`src/rtl/pc_trace_monitor_if.sv`:
```
// ---------------------------------------------------------------------------
// pc_trace_monitor_if
//   Bundles the signals between the CPU-side observer (master) and the
//   pc_trace_monitor (slave).
//
//   master drives : pc, pc_load, halt, clr, timeout_limit, rd_idx
//   slave  drives : rd_pc, state, done, done_pulse, cycle_count,
//                   instr_count, trace_count
// ---------------------------------------------------------------------------
interface pc_trace_monitor_if #(
    parameter int PC_W  = 9,
    parameter int DEPTH = 8,
    parameter int CNT_W = 16
);
    localparam int IDX_W = $clog2(DEPTH);

    logic [PC_W-1:0]  pc;
    logic             pc_load;
    logic             halt;
    logic             clr;
    logic [CNT_W-1:0] timeout_limit;
    logic [IDX_W-1:0] rd_idx;

    logic [PC_W-1:0]  rd_pc;
    logic [2:0]       state;
    logic             done;
    logic             done_pulse;
    logic [CNT_W-1:0] cycle_count;
    logic [CNT_W-1:0] instr_count;
    logic [IDX_W:0]   trace_count;

    modport master (
        output pc, pc_load, halt, clr, timeout_limit, rd_idx,
        input  rd_pc, state, done, done_pulse, cycle_count, instr_count,
               trace_count
    );

    modport slave (
        input  pc, pc_load, halt, clr, timeout_limit, rd_idx,
        output rd_pc, state, done, done_pulse, cycle_count, instr_count,
               trace_count
    );
endinterface

```
`src/rtl/pc_trace_monitor.sv`:
```
// ---------------------------------------------------------------------------
// pc_trace_monitor
//   Run monitor for the simple RISC CPU. Checks that the first fetch after
//   reset/clear is from address 0, counts cycles and fetches, enforces an
//   optional cycle timeout before HALT, and keeps a circular history of the
//   last DEPTH fetched PCs for readback.
//
//   clk    : rising-edge clock
//   reset  : asynchronous, active-high reset
//   mon    : pc_trace_monitor_if.slave
//            in : pc, pc_load, halt, clr, timeout_limit, rd_idx
//            out: rd_pc (registered trace readback, 0 = newest),
//                 state (0 IDLE, 1 RUN, 2 HALTED, 3 TIMEOUT, 4 BADSTART),
//                 done, done_pulse, cycle_count, instr_count, trace_count
// ---------------------------------------------------------------------------
module pc_trace_monitor #(
    parameter int PC_W  = 9,
    parameter int DEPTH = 8,
    parameter int CNT_W = 16
) (
    input  logic              clk,
    input  logic              reset,
    pc_trace_monitor_if.slave mon
);
    localparam int AW = $clog2(DEPTH);
    localparam int TW = AW + 1;
    localparam logic [CNT_W-1:0] CNT_MAX    = '1;
    localparam logic [TW-1:0]    TRACE_FULL = TW'(DEPTH);

    typedef enum logic [2:0] {
        IDLE     = 3'd0,
        RUN      = 3'd1,
        HALTED   = 3'd2,
        TIMEOUT  = 3'd3,
        BADSTART = 3'd4
    } state_t;

    state_t           st_q;
    logic [CNT_W-1:0] cycle_q;
    logic [CNT_W-1:0] instr_q;
    logic [TW-1:0]    trace_cnt_q;
    logic [AW-1:0]    wr_ptr_q;
    logic [PC_W-1:0]  rd_pc_q;
    logic             done_q;
    logic             done_pulse_q;
    logic [PC_W-1:0]  trace_mem [DEPTH];

    logic             active;
    logic             fetch;
    logic             tmo_hit;
    logic [CNT_W:0]   cycle_inc;
    logic [AW-1:0]    rd_addr;
    logic             rd_valid;

    assign active    = (st_q == IDLE) || (st_q == RUN);
    // A fetch is recorded only while the run is live and not being cleared.
    assign fetch     = active && mon.pc_load && !mon.clr;
    // One extra bit so a saturated counter can never alias onto the limit.
    assign cycle_inc = {1'b0, cycle_q} + (CNT_W+1)'(1);
    assign tmo_hit   = (mon.timeout_limit != '0) &&
                       (cycle_inc == {1'b0, mon.timeout_limit});
    // Newest entry sits just behind the write pointer; DEPTH is a power of
    // two so the subtraction wraps naturally.
    assign rd_addr   = wr_ptr_q - AW'(1) - mon.rd_idx;
    assign rd_valid  = {1'b0, mon.rd_idx} < trace_cnt_q;

    // NOTE: sequential state is assigned with <= so every register samples
    // the pre-edge values, independent of statement order.
    always_ff @(posedge clk or posedge reset) begin
        if (reset) begin
            st_q         <= IDLE;
            cycle_q      <= '0;
            instr_q      <= '0;
            trace_cnt_q  <= '0;
            wr_ptr_q     <= '0;
            done_q       <= 1'b0;
            done_pulse_q <= 1'b0;
        end else if (mon.clr) begin
            st_q         <= IDLE;
            cycle_q      <= '0;
            instr_q      <= '0;
            trace_cnt_q  <= '0;
            wr_ptr_q     <= '0;
            done_q       <= 1'b0;
            done_pulse_q <= 1'b0;
        end else begin
            done_pulse_q <= 1'b0;

            // On a timeout cycle the increment lands exactly on the limit.
            if (active && (cycle_q != CNT_MAX)) begin
                cycle_q <= cycle_inc[CNT_W-1:0];
            end

            case (st_q)
                IDLE: begin
                    // The start check outranks a timeout on the same cycle.
                    if (mon.pc_load) begin
                        if (mon.pc == '0) begin
                            st_q <= RUN;
                        end else begin
                            st_q         <= BADSTART;
                            done_q       <= 1'b1;
                            done_pulse_q <= 1'b1;
                        end
                    end else if (tmo_hit) begin
                        st_q         <= TIMEOUT;
                        done_q       <= 1'b1;
                        done_pulse_q <= 1'b1;
                    end
                end
                RUN: begin
                    if (mon.halt) begin
                        st_q         <= HALTED;
                        done_q       <= 1'b1;
                        done_pulse_q <= 1'b1;
                    end else if (tmo_hit) begin
                        st_q         <= TIMEOUT;
                        done_q       <= 1'b1;
                        done_pulse_q <= 1'b1;
                    end
                end
                default: begin
                    // Terminal states hold until reset or clr.
                end
            endcase

            if (fetch) begin
                wr_ptr_q <= wr_ptr_q + AW'(1);
                if (instr_q != CNT_MAX) begin
                    instr_q <= instr_q + CNT_W'(1);
                end
                if (trace_cnt_q != TRACE_FULL) begin
                    trace_cnt_q <= trace_cnt_q + TW'(1);
                end
            end
        end
    end

    // NOTE: the trace RAM has no reset so it maps onto plain memory; entries
    // at or beyond trace_count are never returned, so stale contents are
    // harmless.
    always_ff @(posedge clk) begin
        if (fetch) begin
            trace_mem[wr_ptr_q] <= mon.pc;
        end
    end

    always_ff @(posedge clk or posedge reset) begin
        if (reset) begin
            rd_pc_q <= '0;
        end else if (mon.clr) begin
            rd_pc_q <= '0;
        end else begin
            rd_pc_q <= rd_valid ? trace_mem[rd_addr] : '0;
        end
    end

    assign mon.state       = st_q;
    assign mon.done        = done_q;
    assign mon.done_pulse  = done_pulse_q;
    assign mon.cycle_count = cycle_q;
    assign mon.instr_count = instr_q;
    assign mon.trace_count = trace_cnt_q;
    assign mon.rd_pc       = rd_pc_q;
endmodule
```
`src/flat_wrapper.sv`:
```
// flat-port wrapper written by rule: the top's interface ports become plain ports
module pc_trace_monitor_flat 
#(
    parameter int PC_W  = 9,
    parameter int DEPTH = 8,
    parameter int CNT_W = 16
)
  (clk, reset, mon_pc, mon_pc_load, mon_halt, mon_clr, mon_timeout_limit, mon_rd_idx, mon_rd_pc, mon_state, mon_done, mon_done_pulse, mon_cycle_count, mon_instr_count, mon_trace_count);
  pc_trace_monitor_if #(.PC_W(PC_W), .DEPTH(DEPTH), .CNT_W(CNT_W)) mon_i ();
  input  logic clk;
  input  logic reset;
  input wire logic [$bits(mon_i.pc)-1:0] mon_pc;
  input wire logic [$bits(mon_i.pc_load)-1:0] mon_pc_load;
  input wire logic [$bits(mon_i.halt)-1:0] mon_halt;
  input wire logic [$bits(mon_i.clr)-1:0] mon_clr;
  input wire logic [$bits(mon_i.timeout_limit)-1:0] mon_timeout_limit;
  input wire logic [$bits(mon_i.rd_idx)-1:0] mon_rd_idx;
  output wire logic [$bits(mon_i.rd_pc)-1:0] mon_rd_pc;
  output wire logic [$bits(mon_i.state)-1:0] mon_state;
  output wire logic [$bits(mon_i.done)-1:0] mon_done;
  output wire logic [$bits(mon_i.done_pulse)-1:0] mon_done_pulse;
  output wire logic [$bits(mon_i.cycle_count)-1:0] mon_cycle_count;
  output wire logic [$bits(mon_i.instr_count)-1:0] mon_instr_count;
  output wire logic [$bits(mon_i.trace_count)-1:0] mon_trace_count;
  assign mon_i.pc = mon_pc;
  assign mon_i.pc_load = mon_pc_load;
  assign mon_i.halt = mon_halt;
  assign mon_i.clr = mon_clr;
  assign mon_i.timeout_limit = mon_timeout_limit;
  assign mon_i.rd_idx = mon_rd_idx;
  assign mon_rd_pc = mon_i.rd_pc;
  assign mon_state = mon_i.state;
  assign mon_done = mon_i.done;
  assign mon_done_pulse = mon_i.done_pulse;
  assign mon_cycle_count = mon_i.cycle_count;
  assign mon_instr_count = mon_i.instr_count;
  assign mon_trace_count = mon_i.trace_count;
  pc_trace_monitor #(.PC_W(PC_W), .DEPTH(DEPTH), .CNT_W(CNT_W)) u_core (.clk(clk), .reset(reset), .mon(mon_i));
endmodule
```
`config.mk`:
```
export PLATFORM = sky130hd
export DESIGN_NAME = pc_trace_monitor_flat
export DESIGN_NICKNAME = d
export VERILOG_FILES = /design/src/rtl/pc_trace_monitor_if.sv /design/src/rtl/pc_trace_monitor.sv /design/src/flat_wrapper.sv
export SDC_FILE = /design/constraint.sdc
export NUM_CORES = 1
export LEC_CHECK = 0
export ABC_AREA = 1
export BUFFER_PORTS_ARGS = -buffer_cell sky130_fd_sc_hd__buf_2
export CORE_UTILIZATION = 50
export CTS_CLUSTER_DIAMETER = 120
export DETAILED_ROUTE_END_ITERATION = 12
export PLACE_DENSITY = 0.81
export SLEW_MARGIN = 20
export SYNTH_ARGS = -nofsm -noshare
export SYNTH_HDL_FRONTEND = slang
export SYNTH_SLANG_ARGS = --single-unit
export TNS_END_PERCENT = 20
```
`constraint.sdc`:
```
create_clock -name clk -period 6.6 [get_ports clk]
set_clock_uncertainty 0.2 [all_clocks]
set_input_delay 1.32 -clock clk [delete_from_list [all_inputs] [get_ports clk]]
set_output_delay 1.32 -clock clk [all_outputs]
set_load 0.01 [all_outputs]
```
==> results.txt <==
- Flops & latches, synth: 125
* Final wirelength: 15,400 um
* Starting density of the core: 0.521
- After floorplanning, the core was divided into 39 placement rows.
- Count of endpoints failing setup in the final report: 0
- At the later pin of the worst-skew pair, clock insertion delay measures 0.42 ns.
* Worst Hold Launch: u_core.mon.instr_count[4]
- Number of buffers added to fix hold violations after cts: 0
* CP Class: in -> reg
* Highest net fanout along the worst path: 37
- Die width: 112 um
* Setup fix buffers added after clock tree synthesis: 0
- Synth Warn #: 0
- Headroom to the max-slew limit: 0.249
- Area enclosed by the die boundary: 12,500 um2
- After layout, the design draws a total of 2040 uW.
* First drt pass iteration count: 10
- TritonCTS built the clock tree.
* Net count after synthesis: 685
- In this run the worst hold path is classified as reg -> reg.
- For this run, the register share of the synthesized area comes to 0.578.
- By area the synthesized netlist is led by edfxtp_1 36%, dfrtp_1 22%, nand2_1 7.1%.
- Highest-utilization routing layer at the global route stage: met2
* Layout net count: 772
- Met2 track demand over resource: 0.420
- The core region is 11,600 um2.
- Failing checks: design-rule violations
* Post-Syn Area per Cell: 9.38 um2
- After detailed routing, the number of vias per cell comes to 5.86.
* Pre-CTS setup slack: 2.10 ns
- The first global-routing pass estimated 24,500 um of wire.
- STA classifies the critical path endpoint as a flop.
- Worst r2r path cells: 6
- Switching power total: 542 uW
- Internal power: 1500 uW
- In this run the count of I/O pins placed on the die edge is 83.
* Count of nets left with antenna violations after detail routing: 0
- Top cell type by total area after synthesis: edfxtp_1
* Category of the worst setup path launch point: input port
* Final total negative setup slack: 0 ns
- Switching portion of total power: 0.266
- Drt drc: 8
- Detailed routing inserted a total of 5,195 vias.
* Number of violations of the max-capacitance limit: 0
- Entering global routing, the biggest net connects 54 pins.
* Final HPWL from detailed placement: 9960 um
* Post-synth top flop: edfxtp_1
* Critical Path RT: 6.65 ns
* CTS root buf: clkbuf_16
* Result of the run: finished, violations left
* Ys async rst share: 0.424
- CTS saw 125 sinks.
- Setup slack closes at 2.37 ns.
- Dividing the final minimum period by the clock period gives 0.641.
- Clock share of power: 0.453
- Post-synth top cells: 114 x nand2_1, 91 x nor2_1, 72 x edfxtp_1
- Post-cts repair resize count: 0
- The share of total power dissipated in combinational logic is 0.119.
* Number of levels in the clock H-tree: 4
- Total instance count after detailed placement: 854
* Hold Path Cell Cnt: 1
- Timing would allow up to 236 MHz.
* Detailed router's first-iteration violation count: 635
- Antenna fix cells: 0
- Summed over all cells, the static leakage comes to 0.00297 uW.
- Mapped Area: 6030 um2
- Crit. Startpoint: mon_rd_idx[0]
- Final routed wire length divided by cell count: 17.4 um
* Count of distinct cell types in the synthesized netlist: 38
- Post-synth top area share: 0.359
* Power density over cell area: 284 nW/um2
- Routability-driven placement finished with a final weighted congestion of 0.867.
- Met3 Usage GRT: 0.0572
* Slew Viols, Final: 0
- Cell count after synthesis: 643
- Subtracting the final worst setup slack from the clock period gives 4.23 ns.
* Dominant cell by count in the synthesized netlist: nand2_1
- The count of final hold-check violations is 0.
- From synthesis to final layout, the design area changed by 18.8%.
- Maximum number of buffers from clock root to sink: 2
- Routing usage on met1: 0.314
- IR analysis of the VDD net gives a maximum drop of 0.163 mV.
- In the global route stage, overall resource usage came out at 0.255.
- For the pin with the worst max-slew slack, the measured transition is 1.12 ns.
- Via count of the first global-routing pass: 5,090
- Part of the power in registers: 0.427
- Unrepaired setup endpoints after global routing: false
- Final hold analysis gives a worst-case slack of 0.292 ns.
- Fillers: 884
- In the final layout, the share of cells above drive strength 1 is 0.190.
* Reg-to-reg critical path startpoint: u_core.wr_ptr_q[0]
- Clock tree synthesis inserted a total of 17 buffers.
* Register clock-pin slew on the reported worst setup and hold paths: 0.06 ns
* Total congestion overflow: 0
- For this run, the number of standard cells in the final layout without fillers is 886.
- In this run, synthesis inferred 72 flip-flops with an integrated enable.
- Chip Height: 112 um
* Arrival @ worst endpoint: 4.28 ns
- The initial antenna violation count is 0.
* Port bufs: 82
==> power groups by stage <==
stage | Combinational, uW | Sequential [uW] | Clock (uW)
finish | 243 | 871 | 923
detailed placement | 237 | 886 | 0
global placement | 226 | 885 | 0
floorplan | 150 | 890 | 0
CTS | 241 | 871 | 928
global route | 268 | 873 | 961
==> final cells by class <==
type                       instances  area, um2  area share
clock inverter                    14        159      0.0222
timing repair buffer              84        425      0.0594
multi-input combinational        441       2250       0.315
inverter                          61        229      0.0320
sequential                       125       3490       0.487
tap                              143        179      0.0250
clock buffer                      18        429      0.0599
==> sequential cells by signal, summed over array words and instances (netlist names) <==
signal and flops:
u_core.mon.done 1, u_core.mon.trace_count 4, u_core.mon.rd_pc 9, u_core.mon.instr_count 16, u_core.mon.state 3, u_core.trace_mem 72
u_core.mon.done_pulse 1, u_core.mon.cycle_count 16, u_core.wr_ptr_q 3
==> cell families (layout without fill, tap and decap cells) <==
| group | count (synthesis) | count (layout) | synth area share |
|---|---|---|---|
| AND/OR/NAND/NOR | 301 | 301 | 0.225 |
| flip-flops | 125 | 125 | 0.578 |
| AO/OA/AOI/OAI | 121 | 121 | 0.114 |
| buffers and inverters | 77 | 177 | 0.0481 |
| XOR/XNOR | 10 | 10 | 0.0145 |
| adder cells (fa/ha/maj) | 9 | 9 | 0.0199 |
==> critical path, cell delays in order <==
cell,delay [ns]
buf_2,0.08
inv_1,0.04
ha_1,0.93
clkinv_1,1.12
nor2_1,0.43
o221ai_1,0.19
o21ai_0,0.11
nor3_1,0.07
==> layer usage <==
layer / wire (um) / vias up
met3: 1220 / 36
li1: - / 2401
met2: 7660 / 286
met4: 387 / 0
met5: 0 / -
met1: 6160 / 2472
==> final timing paths <==
path / end / slack, ns
worst max-delay path: u_core.mon.rd_pc[7] / 2.37
worst min-delay path: u_core.mon.instr_count[4] / 0.29
worst max register to register: u_core.mon.rd_pc[7] / 2.96
worst min register to register: u_core.mon.instr_count[4] / 0.29
max in group asynchronous: u_core.mon.rd_pc[4] / 4.81
min in group asynchronous: u_core.mon.cycle_count[3] / 0.90
==> through the flow <==
| step | cell area [um2] | utilization |
|---|---|---|
| floorplan | 6030 | - |
| global placement | 6570 | 0.568 |
| detailed placement | 6570 | 0.568 |
| CTS | 7160 | 0.619 |
| global route | 7160 | 0.619 |
| finish | 7160 | 0.619 |
==> cells in the final DEF (no fill, tap or decap), drive strengths merged <==
cell | netlist | layout
nand3 | 40 | 40
nor4 | 5 | 5
a21oi | 15 | 15
clkinv | 1 | 5
a31oi | 2 | 2
dfrtp | 53 | 53
bufinv | 0 | 2
nand2 | 121 | 121
and3 | 1 | 1
nor3 | 17 | 17
xnor2 | 3 | 3
nand4 | 10 | 10
o22ai | 22 | 22
fa | 1 | 1
o21ai | 67 | 67
ha | 8 | 8
inv | 60 | 65
clkbuf | 13 | 18
clkinvlp | 0 | 3
o21a | 2 | 2
a21boi | 1 | 1
o31ai | 2 | 2
or2 | 1 | 1
a31o | 1 | 1
nor2 | 102 | 102
edfxtp | 72 | 72
buf | 3 | 84
nand3b | 4 | 4
xor2 | 7 | 7
o221ai | 9 | 9
Power figures use the tool's default switching activity.
